**src/rtl/axil_arb_pkg.sv**
```systemverilog
// Shared types and constants for the AXI4-Lite master arbiter.
package axil_arb_pkg;

  typedef enum logic [2:0] {IDLE, WR, WB, RD, RR, RSP} state_t;

  localparam logic [1:0] RESP_OKAY   = 2'b00;
  localparam logic [1:0] RESP_SLVERR = 2'b10;

endpackage

```
**src/rtl/axil_master_arbiter_rr_arbiter.sv**
```systemverilog
// Combinational round-robin picker: first set request after last_grant,
// wrapping modulo NUM_REQ. The last_grant register lives in the parent.
module rr_arbiter #(
  parameter int NUM_REQ = 2,
  parameter int IDX_W   = 1
) (
  input  logic [NUM_REQ-1:0] req,
  input  logic [IDX_W-1:0]   last_grant,
  output logic [NUM_REQ-1:0] grant,
  output logic [IDX_W-1:0]   idx
);

  logic found;

  // Walk offsets 1..NUM_REQ from last_grant; the inner loop keeps every index constant.
  always_comb begin
    grant = '0;
    idx   = '0;
    found = 1'b0;
    for (int i = 1; i <= NUM_REQ; i++) begin
      for (int j = 0; j < NUM_REQ; j++) begin
        if (!found && req[j] && (j == (int'(last_grant) + i) % NUM_REQ)) begin
          grant[j] = 1'b1;
          idx      = IDX_W'(j);
          found    = 1'b1;
        end
      end
    end
  end

endmodule

```
**src/rtl/axil_master_arbiter.sv**
```systemverilog
// Shares one AXI4-Lite master port between NUM_REQ requesters, round robin,
// one transaction outstanding. Define AXIL_ARB_TIMEOUT_EN to add a
// TIMEOUT_CYC watchdog that answers SLVERR and drains late responses in IDLE.
module axil_master_arbiter
  import axil_arb_pkg::*;
#(
  parameter int NUM_REQ     = 2,
  parameter int ADDR_W      = 6,
  parameter int DATA_W      = 32,
  parameter int TIMEOUT_CYC = 256
) (
  input  logic                      axi_clk,
  input  logic                      axi_rst,
  input  logic [NUM_REQ-1:0]        req_valid,
  input  logic [NUM_REQ-1:0]        req_write,
  input  logic [NUM_REQ*ADDR_W-1:0] req_addr,
  input  logic [NUM_REQ*DATA_W-1:0] req_wdata,
  output logic [NUM_REQ-1:0]        req_ready,
  output logic [NUM_REQ-1:0]        rsp_valid,
  output logic [DATA_W-1:0]         rsp_rdata,
  output logic [1:0]                rsp_resp,
  output logic [ADDR_W-1:0]         m_axi_awaddr,
  output logic [2:0]                m_axi_awprot,
  output logic                      m_axi_awvalid,
  input  logic                      m_axi_awready,
  output logic [DATA_W-1:0]         m_axi_wdata,
  output logic [DATA_W/8-1:0]       m_axi_wstrb,
  output logic                      m_axi_wvalid,
  input  logic                      m_axi_wready,
  input  logic [1:0]                m_axi_bresp,
  input  logic                      m_axi_bvalid,
  output logic                      m_axi_bready,
  output logic [ADDR_W-1:0]         m_axi_araddr,
  output logic [2:0]                m_axi_arprot,
  output logic                      m_axi_arvalid,
  input  logic                      m_axi_arready,
  input  logic [DATA_W-1:0]         m_axi_rdata,
  input  logic [1:0]                m_axi_rresp,
  input  logic                      m_axi_rvalid,
  output logic                      m_axi_rready
);

  localparam int IDX_W = (NUM_REQ > 1) ? $clog2(NUM_REQ) : 1;

  state_t             state;
  logic [IDX_W-1:0]   last_grant, gnt_idx, pick_idx;
  logic [NUM_REQ-1:0] gnt_oh, pick_oh;
  logic [ADDR_W-1:0]  addr_q;
  logic [DATA_W-1:0]  wdata_q;
  logic               aw_done, w_done;
  logic               aw_hs, w_hs;

  assign aw_hs = m_axi_awvalid & m_axi_awready;
  assign w_hs  = m_axi_wvalid & m_axi_wready;

  // One address register serves both channels; only one is ever in use.
  assign m_axi_awaddr = addr_q;
  assign m_axi_araddr = addr_q;
  assign m_axi_wdata  = wdata_q;
  assign m_axi_awprot = 3'b000;
  assign m_axi_arprot = 3'b000;
  assign m_axi_wstrb  = '1;

  rr_arbiter #(.NUM_REQ(NUM_REQ), .IDX_W(IDX_W)) u_arb (
    .req       (req_valid),
    .last_grant(last_grant),
    .grant     (pick_oh),
    .idx       (pick_idx)
  );

`ifdef AXIL_ARB_TIMEOUT_EN
  localparam int CNT_W = $clog2(TIMEOUT_CYC + 1);
  logic [CNT_W-1:0] cnt;
  logic             busy, done_now, tmo_hit;
  assign busy     = (state != IDLE) && (state != RSP);
  assign done_now = ((state == WB) && m_axi_bvalid) || ((state == RR) && m_axi_rvalid);
  // Firing two short of the limit lands rsp_valid exactly TIMEOUT_CYC cycles
  // after leaving IDLE, once the RSP cycle and the registered pulse are counted.
  assign tmo_hit  = busy && !done_now && (cnt == CNT_W'(TIMEOUT_CYC - 2));
`endif

  // Transaction FSM; every handshake and response output is registered here.
  always_ff @(posedge axi_clk or posedge axi_rst) begin
    if (axi_rst) begin
      state         <= IDLE;
      last_grant    <= IDX_W'(NUM_REQ - 1);
      gnt_idx       <= '0;
      gnt_oh        <= '0;
      addr_q        <= '0;
      wdata_q       <= '0;
      aw_done       <= 1'b0;
      w_done        <= 1'b0;
      req_ready     <= '0;
      rsp_valid     <= '0;
      rsp_rdata     <= '0;
      rsp_resp      <= RESP_OKAY;
      m_axi_awvalid <= 1'b0;
      m_axi_wvalid  <= 1'b0;
      m_axi_bready  <= 1'b0;
      m_axi_arvalid <= 1'b0;
      m_axi_rready  <= 1'b0;
`ifdef AXIL_ARB_TIMEOUT_EN
      cnt           <= '0;
`endif
    end else begin
      req_ready <= '0;
      rsp_valid <= '0;
`ifdef AXIL_ARB_TIMEOUT_EN
      if (busy) cnt <= cnt + 1'b1;
`endif
      case (state)
        IDLE: begin
`ifdef AXIL_ARB_TIMEOUT_EN
          m_axi_bready <= 1'b1;
          m_axi_rready <= 1'b1;
`endif
          if (|req_valid) begin
            req_ready <= pick_oh;
            gnt_oh    <= pick_oh;
            gnt_idx   <= pick_idx;
            addr_q    <= req_addr[pick_idx*ADDR_W +: ADDR_W];
            wdata_q   <= req_wdata[pick_idx*DATA_W +: DATA_W];
            aw_done   <= 1'b0;
            w_done    <= 1'b0;
`ifdef AXIL_ARB_TIMEOUT_EN
            cnt          <= '0;
            m_axi_bready <= 1'b0;
            m_axi_rready <= 1'b0;
`endif
            if (req_write[pick_idx]) begin
              m_axi_awvalid <= 1'b1;
              m_axi_wvalid  <= 1'b1;
              state         <= WR;
            end else begin
              m_axi_arvalid <= 1'b1;
              state         <= RD;
            end
          end
        end
        WR: begin
          if (aw_hs) begin
            m_axi_awvalid <= 1'b0;
            aw_done       <= 1'b1;
          end
          if (w_hs) begin
            m_axi_wvalid <= 1'b0;
            w_done       <= 1'b1;
          end
          if ((aw_done || aw_hs) && (w_done || w_hs)) begin
            m_axi_bready <= 1'b1;
            state        <= WB;
          end
        end
        WB: begin
          if (m_axi_bvalid) begin
            m_axi_bready <= 1'b0;
            rsp_resp     <= m_axi_bresp;
            rsp_rdata    <= '0;
            state        <= RSP;
          end
        end
        RD: begin
          if (m_axi_arready) begin
            m_axi_arvalid <= 1'b0;
            m_axi_rready  <= 1'b1;
            state         <= RR;
          end
        end
        RR: begin
          if (m_axi_rvalid) begin
            m_axi_rready <= 1'b0;
            rsp_rdata    <= m_axi_rdata;
            rsp_resp     <= m_axi_rresp;
            state        <= RSP;
          end
        end
        RSP: begin
          rsp_valid  <= gnt_oh;
          last_grant <= gnt_idx;
          state      <= IDLE;
        end
        default: state <= IDLE;
      endcase
`ifdef AXIL_ARB_TIMEOUT_EN
      if (tmo_hit) begin
        m_axi_awvalid <= 1'b0;
        m_axi_wvalid  <= 1'b0;
        m_axi_arvalid <= 1'b0;
        m_axi_bready  <= 1'b0;
        m_axi_rready  <= 1'b0;
        rsp_resp      <= RESP_SLVERR;
        rsp_rdata     <= '0;
        state         <= RSP;
      end
`endif
    end
  end

endmodule

```
**config.mk**
```make
export PLATFORM = sky130hd
export DESIGN_NAME = axil_master_arbiter
export DESIGN_NICKNAME = d
export VERILOG_FILES = /design/src/rtl/axil_arb_pkg.sv /design/src/rtl/axil_master_arbiter_rr_arbiter.sv /design/src/rtl/axil_master_arbiter.sv
export SDC_FILE = /design/constraint.sdc
export NUM_CORES = 1
export LEC_CHECK = 0
export CORE_MARGIN = 2
export CORE_UTILIZATION = 40
export CTS_CLUSTER_SIZE = 16
export DETAILED_ROUTE_END_ITERATION = 6
export GPL_TIMING_DRIVEN = 0
export PLACE_DENSITY = 0.86
export SYNTH_ARGS = -nofsm -noshare
export SYNTH_HDL_FRONTEND = slang
export SYNTH_SLANG_ARGS = --single-unit
```
**constraint.sdc**
```tcl
create_clock -name axi_clk -period 7.55 [get_ports axi_clk]
set_input_delay 0.755 -clock axi_clk [delete_from_list [all_inputs] [get_ports axi_clk]]
set_output_delay 0.755 -clock axi_clk [all_outputs]
set_load 0.005 [all_outputs]
```
After elaboration in Yosys (flattened, before gate mapping)
Cells that the tools add are included.
Widths: inputs -> output; s select.
{"block": "totals", "reg_bits": 90, "inputBits": 123, "out_inout_bits": 97, "word_cells": 122}
{"block": "op_classes", "addsub": 2, "multipliers": 1, "magnitude_cmp": 1, "eq_ne": 16, "n_shift": 2, "muxes": 47, "bitwise_logic": 4, "n_reduce_logical": 32}
{"operator": "$logic_not 32->1", "count": 2}
{"operator": "$mux 32", "count": 2}
{"operator": "$pmux 32 s2", "count": 1}
{"operator": "$shiftx 64x7->32", "count": 1}
{"operator": "$mux 1", "count": 24}
{"operator": "$ne 2x2->1 const B", "count": 9}
{"operator": "$mux 3", "count": 5}
{"operator": "$pmux 3 s5", "count": 1}
{"operator": "$reduce_and 3->1", "count": 5}
{"operator": "$pmux 1 s2", "count": 7}
{"operator": "$mux 2", "count": 6}
{"operator": "$reduce_and 4->1", "count": 3}
{"operator": "$shiftx 12x5->6", "count": 1}
{"operator": "$reduce_bool 2->1", "count": 5}
{"operator": "$logic_and 1x1->1", "count": 8}
{"operator": "$eq 3x2->1 const B", "count": 2}
{"operator": "$eq 3x3->1 const B", "count": 2}
{"operator": "$reduce_and 5->1", "count": 1}
{"operator": "$eq 2x2->1 const A", "count": 2}
{"operator": "$pmux 2 s2", "count": 1}
{"operator": "$eq 3x1->1 const B", "count": 1}
{"operator": "$logic_not 1->1", "count": 3}
{"operator": "$logic_not 3->1", "count": 1}
{"operator": "$mul 1x2->3 const B", "count": 1}
{"operator": "other kinds (7)", "count": 11}

Longest topological paths before layout
Gate-level depths: netlist of run 1.
{"block": "logic_depth", "ltp_word": 22, "ltp_mapped": 5}

Modules after synthesis
A second synthesis of run 1 with hierarchy kept.
{"block": "unflattened", "hier_cells": 348, "area_unflattened_um2": 3906.2}
{"module": "axil_master_arbiter", "n_inst": 1, "cells_per_inst": 344, "area_each_um2": 3880.0, "seq_area_each_um2": 2253.4}
{"module": "rr_arbiter", "n_inst": 1, "cells_per_inst": 4, "area_each_um2": 26.3, "seq_area_each_um2": 0.0}

Worst setup path after synthesis of run 1
OpenSTA, ideal clock, no wires.
{"block": "synth_path", "path_kind": "input port to flip-flop", "start": "input port req_valid[1]", "end": "register addr_q[3] (netlist: m_axi_araddr[3])", "setup_time_ps": 125, "arrival_ps": 1728, "slack_ps": 5698, "cell_stages": 4, "n_path_buf": 1, "path_cell_list": "a21boi_2 > buf_2 > mux2_1 > mux2_2"}
{"block": "synth_via", "elab_chain_cells": 13}
{"item": "start: declaration", "line_no": "axil_master_arbiter.sv:14", "rtl": "input logic [NUM_REQ-1:0] req_valid,"}
{"item": "$logic_and 1x1->1 (2 in a row)", "line_no": "axil_master_arbiter_rr_arbiter.sv:22", "rtl": "if (!found && req[j] && (j == (int'(last_grant) + i) % NUM_REQ)) begin"}
{"item": "$mux 1", "line_no": "axil_master_arbiter_rr_arbiter.sv:22"}
{"item": "$logic_not 1->1", "line_no": "axil_master_arbiter_rr_arbiter.sv:22"}
{"item": "$logic_and 1x1->1 (2 in a row)", "line_no": "axil_master_arbiter_rr_arbiter.sv:22"}
{"item": "$mux 1", "line_no": "axil_master_arbiter_rr_arbiter.sv:22"}
{"item": "$logic_not 1->1", "line_no": "axil_master_arbiter_rr_arbiter.sv:22"}
{"item": "$logic_and 1x1->1 (2 in a row)", "line_no": "axil_master_arbiter_rr_arbiter.sv:22"}
{"item": "$mux 1", "line_no": "axil_master_arbiter_rr_arbiter.sv:22"}
{"item": "$mul 1x2->3", "line_no": "axil_master_arbiter.sv:121", "rtl": "addr_q <= req_addr[pick_idx*ADDR_W +: ADDR_W];"}
{"item": "$shiftx 12x5->6", "line_no": "axil_master_arbiter.sv:121"}
{"item": "end signal: assignment", "line_no": "axil_master_arbiter.sv:121"}
{"item": "end: declaration", "line_no": "axil_master_arbiter.sv:48", "rtl": "logic [ADDR_W-1:0] addr_q;"}
Several ways; a longest one is shown, not always the timed one.
A chain may end at the register's enable or synchronous reset.

Worst setup path in the final report of run 1
{"block": "layout_path", "start": "input port req_valid[1]", "end": "register state[1]"}
{"block": "layout_via", "elab_chain_cells": 16}
{"item": "$logic_and 1x1->1 (2 in a row)", "line_no": "axil_master_arbiter_rr_arbiter.sv:22"}
{"item": "$mux 1", "line_no": "axil_master_arbiter_rr_arbiter.sv:22"}
{"item": "$logic_not 1->1", "line_no": "axil_master_arbiter_rr_arbiter.sv:22"}
{"item": "$logic_and 1x1->1 (2 in a row)", "line_no": "axil_master_arbiter_rr_arbiter.sv:22"}
{"item": "$mux 1", "line_no": "axil_master_arbiter_rr_arbiter.sv:22"}
{"item": "$logic_not 1->1", "line_no": "axil_master_arbiter_rr_arbiter.sv:22"}
{"item": "$logic_and 1x1->1 (2 in a row)", "line_no": "axil_master_arbiter_rr_arbiter.sv:22"}
{"item": "$mux 1", "line_no": "axil_master_arbiter_rr_arbiter.sv:22"}
{"item": "$mux 1 (implied by the code) (2 in a row)", "line_no": "axil_master_arbiter.sv:130", "rtl": "if (req_write[pick_idx]) begin"}
{"item": "$mux 2", "line_no": "axil_master_arbiter.sv:130"}
{"item": "$mux 3", "line_no": "axil_master_arbiter.sv:117", "rtl": "if (|req_valid) begin"}
{"item": "$pmux 3 s5", "line_no": "axil_master_arbiter.sv:111", "rtl": "case (state)"}
{"item": "end signal: assignment", "line_no": "axil_master_arbiter.sv:133", "rtl": "state <= WR;"}
{"item": "end signal: assignment", "line_no": "axil_master_arbiter.sv:136", "rtl": "state <= RD;"}
{"item": "end signal: assignment", "line_no": "axil_master_arbiter.sv:151", "rtl": "state <= WB;"}
{"item": "end: declaration", "line_no": "axil_master_arbiter.sv:45", "rtl": "state_t state;"}
Several ways; a longest one is shown, not always the timed one. The select of a mux whose other input is x is not followed.

==> reports/results.txt, run 1 <==
The ratio of cells with drive above 1 in the final layout was 15.9%; the count of hold buffers inserted by post-cts repair was 0. The slowest stage of the critical path is the sky130_fd_sc_hd__mux2i_1 cell. Averaged over all synthesized cells, the footprint is 12.0 um2. The sum of negative setup slack was 0 ns. Dominant cell type by area after synthesis: sky130_fd_sc_hd__dfrtp_1.

Dividing the final minimum period by the clock period gives 31.5%. The final HPWL from detailed placement is 9020 um, and the area growth from synthesis to layout is 58.9%. For the gate count of the mapped netlist, the log shows 362.

Across the VDD grid, the largest voltage drop is 0.000157 V. The run gives 5.71 ns as the setup slack on the worst flop-to-flop path. After clock tree synthesis, the clock-pin slew on the worst setup and hold paths is 0.09 ns. The overall power after layout came out at 2310 uW. The first global-routing pass estimated 17,300 um of wire. Of the synthesized area, sequential elements account for 51.8%. For the static leakage power, the log shows 0.00286 uW.

The synthesized netlist occupies a cell area of 4350 um2. The initial antenna violation count came out at 0. The amount of wire on met2 after detailed routing is 5680 um. Worst hold path cell count: 1. The flow ran to the end, and the final reports show no timing, DRC or antenna violations. In this run the most critical hold path is launched from gnt_oh[1]. Counting flops and latches in the post-synthesis netlist gives 90.

The total number of vias was 3,458; the core region area was 10,700 um2. In the post-route analysis, the smallest setup slack over all paths is 5.17 ns. In this run the vertical extent of the chip is 108 um. In this run the clock root is driven by a sky130_fd_sc_hd__clkbuf_8.

The wire length per cell was 15.2 um. The count of nets left with antenna violations once routing finished came out at 0. The tools report the required time at the worst-slack endpoint as 7.85 ns. On the critical path the largest part of the delay comes from buffers and inverters. The number of max-cap violations was 0; the number of distinct library cell variants in the gate-level netlist after synthesis was 37.

The routed design has 11,200 um of wire. In this run the biggest area consumer among cell types represents 51.2% of the synthesized area. In this run the worst hold path is classified as flop to flop. The worst setup slack after placement came out at 4.80 ns. The final worst hold slack came out at 0.482 ns.

The arrival time at the worst endpoint is 2.68 ns. The worst setup path is launched from an input port. The initial utilization of the core area, before any placement, comes to 40.5%.

The number of buffers and inverters on the critical path is 2. The critical path in this run is classified as input port to flop. Entering global routing, the biggest net connects 47 pins. The width of the die works out to 108 um. Summing all flip-flop and latch instances after layout gives 2250 um2.

The first TritonRoute pass finished after 4 iterations. After detailed routing, no signal wire sits above met4. In this run, CTS created clock tree buffers numbering 9. Final layout net count: 714. The logs give 0 for the final count of hold timing violations and 38 for the cell row count.

Buffers added to address setup during post-CTS repair amount to 0. The die covers 11,700 um2. The routed metal-1 wire length was 4420 um; the number of fill cells was 871. Ranked by total cell area, the synthesized netlist is headed by sky130_fd_sc_hd__dfrtp_1, sky130_fd_sc_hd__mux2_1, sky130_fd_sc_hd__mux2_2, sky130_fd_sc_hd__mux2i_1, sky130_fd_sc_hd__buf_4. The area of the multi-input gates is 1750 um2, and the synthesis warning total is 0. Walking the worst path, the cells encountered are clkdlybuf4s50_1 -> a21boi_2 -> buf_4 -> mux2i_1 -> a221o_1. Largest fanout on the critical path: 10. The logs give 132 for the DRC marker count from the first detailed-route iteration and 55.4% for the worst slew margin relative to its limit. For the number of antenna repair diodes, the log shows 0. The clock passes through at most 2 buffers. At the end of routability-driven placement, the weighted congestion stood at 0.770.

The worst register-to-register path has a depth of 5. The run gives 0 as the count of final setup violators. Input and output buffers added on the ports amount to 209.

Summed over all layers, the global routing overflow is 0. In this run the count of I/O pins placed on the die edge is 220. The later pin in the worst-skew pair is clocked with a latency of 0.35 ns. The logs give 808 um for the routed wire length on met3 and 3 for the H-tree depth reported by CTS. TritonCTS built the clock tree.

The delay of the slowest cell on the worst path was 0.59 ns. Across every metal layer, demand over resource in global routing totals 19.1%. The max-slew violation total from the final report came out at 0.

The endpoint identified for the worst register-to-register timing path is m_axi_araddr[5]. The transition time at the pin with the least slew margin works out to 0.651 ns. In the routed design, unresolved DRC markers number 0. The startpoint of the worst-slack reg-to-reg timing path is state[0].

The logs give 0 for the count of instances resized after the clock tree is built and 90 for the clock sink total. The worst min-delay path endpoint was gnt_oh[1]. Dividing total power by cell area gives a power density of 334 nW/um2. The shortest period the worst path allows was 2.38 ns; the fmax was 0.420 GHz. For the final database, setup skew stands at 0.0140 ns. STA classifies the critical path endpoint as a flop. Using the TritonRoute via totals, the vias-per-cell ratio works out to 4.70. Setup repair after global routing left no endpoint under its margin. The number of global-route vias before repair came out at 3,653.
==> worst max-delay path by stage <==
| stage | start | to | cells past startpoint |
|---|---|---|---|
| floorplan | axi_rst | aw_done | 1 |
| global placement | axi_rst | m_axi_wdata[26] | 2 |
| detailed placement | req_valid[1] | state[1] | 5 |
| CTS | req_valid[1] | state[1] | 5 |
| global route | req_valid[1] | state[1] | 5 |
| finish | req_valid[1] | state[1] | 5 |
==> per-layer routing <==
metal | track usage (%) | vias to the layer above
met5 | 0 | -
met4 | 8.79 | 0
met3 | 4.34 | 24
met2 | 33.5 | 129
met1 | 22.1 | 1657
li1 | - | 1648
==> cell usage after synthesis (all sizes together) <==
| cell | n |
|---|---|
| mux2i | 34 |
| mux2 | 81 |
| o31a | 1 |
| o311ai | 1 |
| dfstp | 1 |
| buf | 33 |
| nor3 | 3 |
| nand3 | 1 |
| a21o | 2 |
| nor2 | 4 |
| conb | 2 |
| and2 | 1 |
| nor3b | 1 |
| a22o | 1 |
| or3b | 1 |
| inv | 37 |
| nand2b | 1 |
| nor2b | 3 |
| nand2 | 34 |
| a21oi | 9 |
| nand3b | 2 |
| o31ai | 3 |
| a31oi | 2 |
| o21ai | 9 |
| and3 | 2 |
| and2b | 1 |
| dfrtp | 89 |
| a21boi | 1 |
| a221o | 1 |
| clkbuf | 1 |
==> report_power, final <==
group,total [uW],switching (uW),internal [uW]
Clock,381,161,220
Combinational,1090,391,704
Sequential,831,126,705
Total,2310,678,1630
==> cell usage in the layout (no fill, tap or decap), types with 2 or more instances in the layout <==
| master | instances |
|---|---|
| sky130_fd_sc_hd__a21o_1 | 2 |
| sky130_fd_sc_hd__a21oi_1 | 8 |
| sky130_fd_sc_hd__a31oi_1 | 2 |
| sky130_fd_sc_hd__and3_1 | 2 |
| sky130_fd_sc_hd__buf_2 | 9 |
| sky130_fd_sc_hd__buf_4 | 21 |
| sky130_fd_sc_hd__buf_6 | 3 |
| sky130_fd_sc_hd__bufinv_16 | 3 |
| sky130_fd_sc_hd__clkbuf_1 | 3 |
| sky130_fd_sc_hd__clkbuf_8 | 9 |
| sky130_fd_sc_hd__clkdlybuf4s50_1 | 209 |
| sky130_fd_sc_hd__conb_1 | 10 |
| sky130_fd_sc_hd__dfrtp_1 | 89 |
| sky130_fd_sc_hd__inv_1 | 36 |
| sky130_fd_sc_hd__mux2_1 | 41 |
| sky130_fd_sc_hd__mux2_2 | 40 |
| sky130_fd_sc_hd__mux2i_1 | 34 |
| sky130_fd_sc_hd__nand2_1 | 34 |
| sky130_fd_sc_hd__nor2_1 | 4 |
| sky130_fd_sc_hd__nor2b_1 | 3 |
| sky130_fd_sc_hd__nor3_1 | 2 |
| sky130_fd_sc_hd__o21ai_0 | 2 |
| sky130_fd_sc_hd__o21ai_1 | 7 |
| sky130_fd_sc_hd__o31ai_1 | 3 |
==> cell families (layout without fill, tap and decap cells) <==
family                 after synthesis  after routing  synth area share [%]
multiplexers                       115            115                  28.8
AND/OR/NAND/NOR                     54             54                  5.95
flip-flops                          90             90                  51.8
AO/OA/AOI/OAI                       30             30                  4.57
buffers and inverters               71            297                  8.71
other                                2             10                 0.173
==> state kept, by name (all words and copies together) (netlist names), 2 cells and up <==
signal,count
m_axi_wdata,32
rsp_rdata,32
m_axi_araddr,6
state,3
gnt_oh,2
req_ready,2
rsp_resp,2
rsp_valid,2
==> layout make-up <==
class	instances	area share, %
flip-flops and latches	90	32.6
plain buffers	34	3.48
clock buffers	11	1.90
multi-input cells	209	25.3
repair buffers	210	30.7
clock inverters	5	1.48
inverters	37	2.05
well taps	140	2.53
==> per-stage QoR <==
step                      util, %  std cells  cell area [um2]
after floorplan                 -        370             4380
after global placement       61.9        719             6650
after detailed placement     62.1        720             6680
after CTS                    64.3        736             6910
after global routing         64.3        736             6910
final                        64.3        736             6910
No activity file was read; power rests on OpenSTA's default activity.
==> inputs of run 2 (changes only) <==
--- a/config.mk
+++ b/config.mk
@@ -6,11 +6,11 @@
 export NUM_CORES = 1
 export LEC_CHECK = 0
 export CORE_MARGIN = 2
-export CORE_UTILIZATION = 40
+export CORE_UTILIZATION = 36
 export CTS_CLUSTER_SIZE = 16
 export DETAILED_ROUTE_END_ITERATION = 6
 export GPL_TIMING_DRIVEN = 0
-export PLACE_DENSITY = 0.86
+export PLACE_DENSITY = 0.82
 export SYNTH_ARGS = -nofsm -noshare
 export SYNTH_HDL_FRONTEND = slang
 export SYNTH_SLANG_ARGS = --single-unit
==> constraint.sdc (replaced) <==
create_clock -name axi_clk -period 2.1 [get_ports axi_clk]
set_input_delay 0.21 -clock axi_clk [delete_from_list [all_inputs] [get_ports axi_clk]]
set_output_delay 0.21 -clock axi_clk [all_outputs]
set_load 0.005 [all_outputs]
==> run 2 against run 1 <==
Clock power rose to 4.4 times the previous value. Combinational power rose to 3.6 times the previous value. Final cell count rose by 1.1%. Critical endpoint is now m_axi_wdata[28]. Flip-flop and latch count did not move. Worst setup slack got worse by 4.9 ns. Die area rose by 11%. Global-route usage fell by 1.3 points. Count of clock-buffer cells in the layout rose by 2. Sequential power rose to 3.6 times the previous value. Via count fell by 1.4%. Clock skew fell by 0.0050 ns.
==> reports/results.txt, run 2 (same netlist as run 1, synthesis figures left out) <==
The clock sink total is 90 (unchanged), and the static leakage power is 0.00290 uW (+1.4%). The tools report the endpoint class of the critical path as a flop. The run gives 11,900 um2 (+11%) as the core region area. The wire length of the first global-routing pass came out at 18,100 um (+4.5%).

The area growth from synthesis to layout is 61.3%. The aggregate global-route resource usage was 17.8% (-1.3 points). Cell family with the largest share of critical-path delay: simple AND/OR/NAND/NOR gates.

The H-tree depth reported by CTS is 3 (unchanged). The number of antenna repair diodes came out at 0 (unchanged). Traced cell by cell, the critical path runs through buf_2 -> nor3_2 -> and2b_1 -> buf_4 -> mux2_2. The final HPWL from detailed placement was 9050 um (+0.38%); the wire length per cell was 15.4 um (+1.5%).

Via count normalized by instance count: 4.58 (-2.4%). The run gives 0 (unchanged) as the final count of hold timing violations. Kind of critical path: flop to flop.

The final standard cell utilization of the core is 58.9% (-5.4 points). For this design, the slowest cell found on the critical path is sky130_fd_sc_hd__dfrtp_1. The maximum root-to-sink buffer count was 2 (unchanged); the required time at the worst-slack endpoint was 2.32 ns (-5.53 ns). Critical path startpoint category: a flop. The number of fill cells was 1,026 (+18%). The routability congestion estimate was 0.806 (+4.7%). The flow ran to the end, and the final reports show no timing, DRC or antenna violations. The shortest period the worst path allows is 1.85 ns. Final layout net count: 715 (+0.14%).

The boundary pin count was 220 (unchanged). The largest fanout on the critical path is 10 (unchanged), and the total number of vias is 3,410 (-1.4%). The startpoint identified for the worst register-to-register timing path is state[0]. The total DRC errors in the routed layout came out at 0 (unchanged). The fmax is 0.542 GHz. The internal power summed over all cells was 6100 uW (+270%); the count of buffer and inverter cells on the critical path was 2 (unchanged). The delay of the slowest cell on the worst path was 0.36 ns (-0.23 ns). Number of global-route vias before repair: 3,574 (-2.2%). The tools report the largest net degree at the start of global routing as 43 (-8.5%). The number of CTS-inserted buffers came out at 9 (unchanged). The tools report the DRC marker count from the first detailed-route iteration as 94 (-29%). The logs give 5 (+1) for the number of optimization iterations in the first detailed-route pass and 2530 uW (+270%) for the reported net switching power. The total wire length after detailed routing came out at 11,500 um (+2.6%). For the count of final setup violators, the log shows 0 (unchanged). In this run the worst hold path is classified as input port to async pin. The clock transition at the register clock pins on the worst setup and hold paths after CTS is 0.07 ns (-0.02 ns). For the cell row count, the log shows 40 (+5.3%). Vertical extent of the die: 114 um (+5.2%).

The most critical setup path has its startpoint at state[0]. The run gives 45.9% (-1.6 points) as the part of the total power dissipated in combinational logic. The transition time at the pin with the least slew margin is 0.626 ns (-0.0247 ns), and the number of max-cap violations is 0 (unchanged). The logs give 0 (unchanged) for the count of hold buffers inserted by post-cts repair and 0 (unchanged) for the post-CTS setup buffer count. The maximum vdd ir drop is 0.000529 V (+240%), and the width of the die is 114 um (+5.2%). The count of instances resized after the clock tree is built is 0 (unchanged), and the count of buffers from port buffering is 209 (unchanged). For the die area, the log shows 13,000 um2 (+11%). Setup repair after global routing left no endpoint under its margin.

The tools report the worst slew margin relative to its limit as 57.1% (+1.7 points). The tools report the clock latency on the worst-skew pair as 0.34 ns (about the same). The library cells used most frequently in the layout, excluding fill and tap cells, are sky130_fd_sc_hd__clkdlybuf4s50_1, sky130_fd_sc_hd__dfrtp_1, sky130_fd_sc_hd__mux2_1.

The number of nets with antenna violations after detailed routing is 0 (unchanged). The logs give 19.5% (+3.0 points) for the clock group share of total power and 0 (unchanged) for the initial antenna violation count. The power per cell area was 1230 nW/um2 (+270%); the arrival time at the worst endpoint was 2.07 ns (-0.61 ns). The starting utilization of the core area came out at 36.5% (-4.0 points). The final critical path takes up 87.9% of the cycle. The ratio of cells with drive above 1 in the final layout came out at 16.2% (+0.31 points). Overall power after layout: 8630 uW (+270%). The library cell used most frequently in the layout, excluding fill and tap cells, is sky130_fd_sc_hd__clkdlybuf4s50_1. Portion of total power attributed to sequential cells: 34.6% (-1.4 points). TritonCTS built the clock tree. The tools report the total global routing overflow as 0 (unchanged).

Max-slew violation total from the final report: 0 (unchanged). The cell chosen for the clock root is sky130_fd_sc_hd__clkbuf_16. The worst clock skew was 0.00907 ns (-0.00496 ns); the switching share of power was 29.4% (about the same).
run 2: final cells by class:
cell class	count	area [um2]	area share (%)
Clock inverter	3	46.3	0.660
Timing Repair Buffer	211	2130	30.4
Clock buffer	13	270	3.85
Tap cell	147	184	2.62
Multi-Input combinational cell	209	1750	24.9
Buffer	34	240	3.42
Inverter	37	143	2.03
Sequential cell	90	2250	32.1
run 2: per-stage QoR:
step | cell area [um2] | TNS (ns) | hold slack, ns | setup slack [ns] | instances
3_3_place_gp | 6660 | -10.89 | 0.452 | -0.127 | 726
4_1_cts | 7020 | 0 | 0.161 | 0.228 | 744
6_report | 7020 | 0 | 0.166 | 0.255 | 744
5_1_grt | 7020 | 0 | 0.182 | 0.111 | 744
2_1_floorplan | 4380 | 0 | 0.292 | 0.536 | 370
3_5_place_dp | 6700 | -0.914 | 0.483 | -0.116 | 728
run 2: worst paths after layout:
kind                       cells after the start  slack [ns]              end
min in group axi_clk                           3        0.42    rsp_rdata[24]
setup / recovery                               5        0.25  m_axi_wdata[28]
hold / removal                                 2        0.17    rsp_rdata[19]
setup reg to reg                               5        0.25  m_axi_wdata[28]
hold reg to reg                                1        0.49          gnt_idx
max in group asynchronous                      3        1.39       last_grant
run 2: worst reg2reg max path, delay by kind of cell (launching register included):
family        cells  cell delay, ns
flops             1            0.36
simple gates      2            0.61
mux               1            0.35
buf+inv           2            0.41
run 2: power by group through the flow:
| stage | Clock [uW] | Combinational (uW) | Sequential, uW |
|---|---|---|---|
| 5_1_grt | 1820 | 4240 | 3090 |
| 6_report | 1680 | 3960 | 2990 |
| 4_1_cts | 1730 | 4010 | 3000 |
| 3_3_place_gp | 0 | 3870 | 2970 |
| 3_5_place_dp | 0 | 4000 | 3020 |
| 2_1_floorplan | 0 | 1730 | 3030 |
run 2: routing by layer:
metal | wire, um | up-vias | GRT usage (%)
li1 | - | 1646 | -
met4 | 287 | 0 | 6.91
met1 | 4600 | 1632 | 21.4
met2 | 6000 | 113 | 31.2
met3 | 585 | 19 | 3.67
met5 | 0 | - | 0
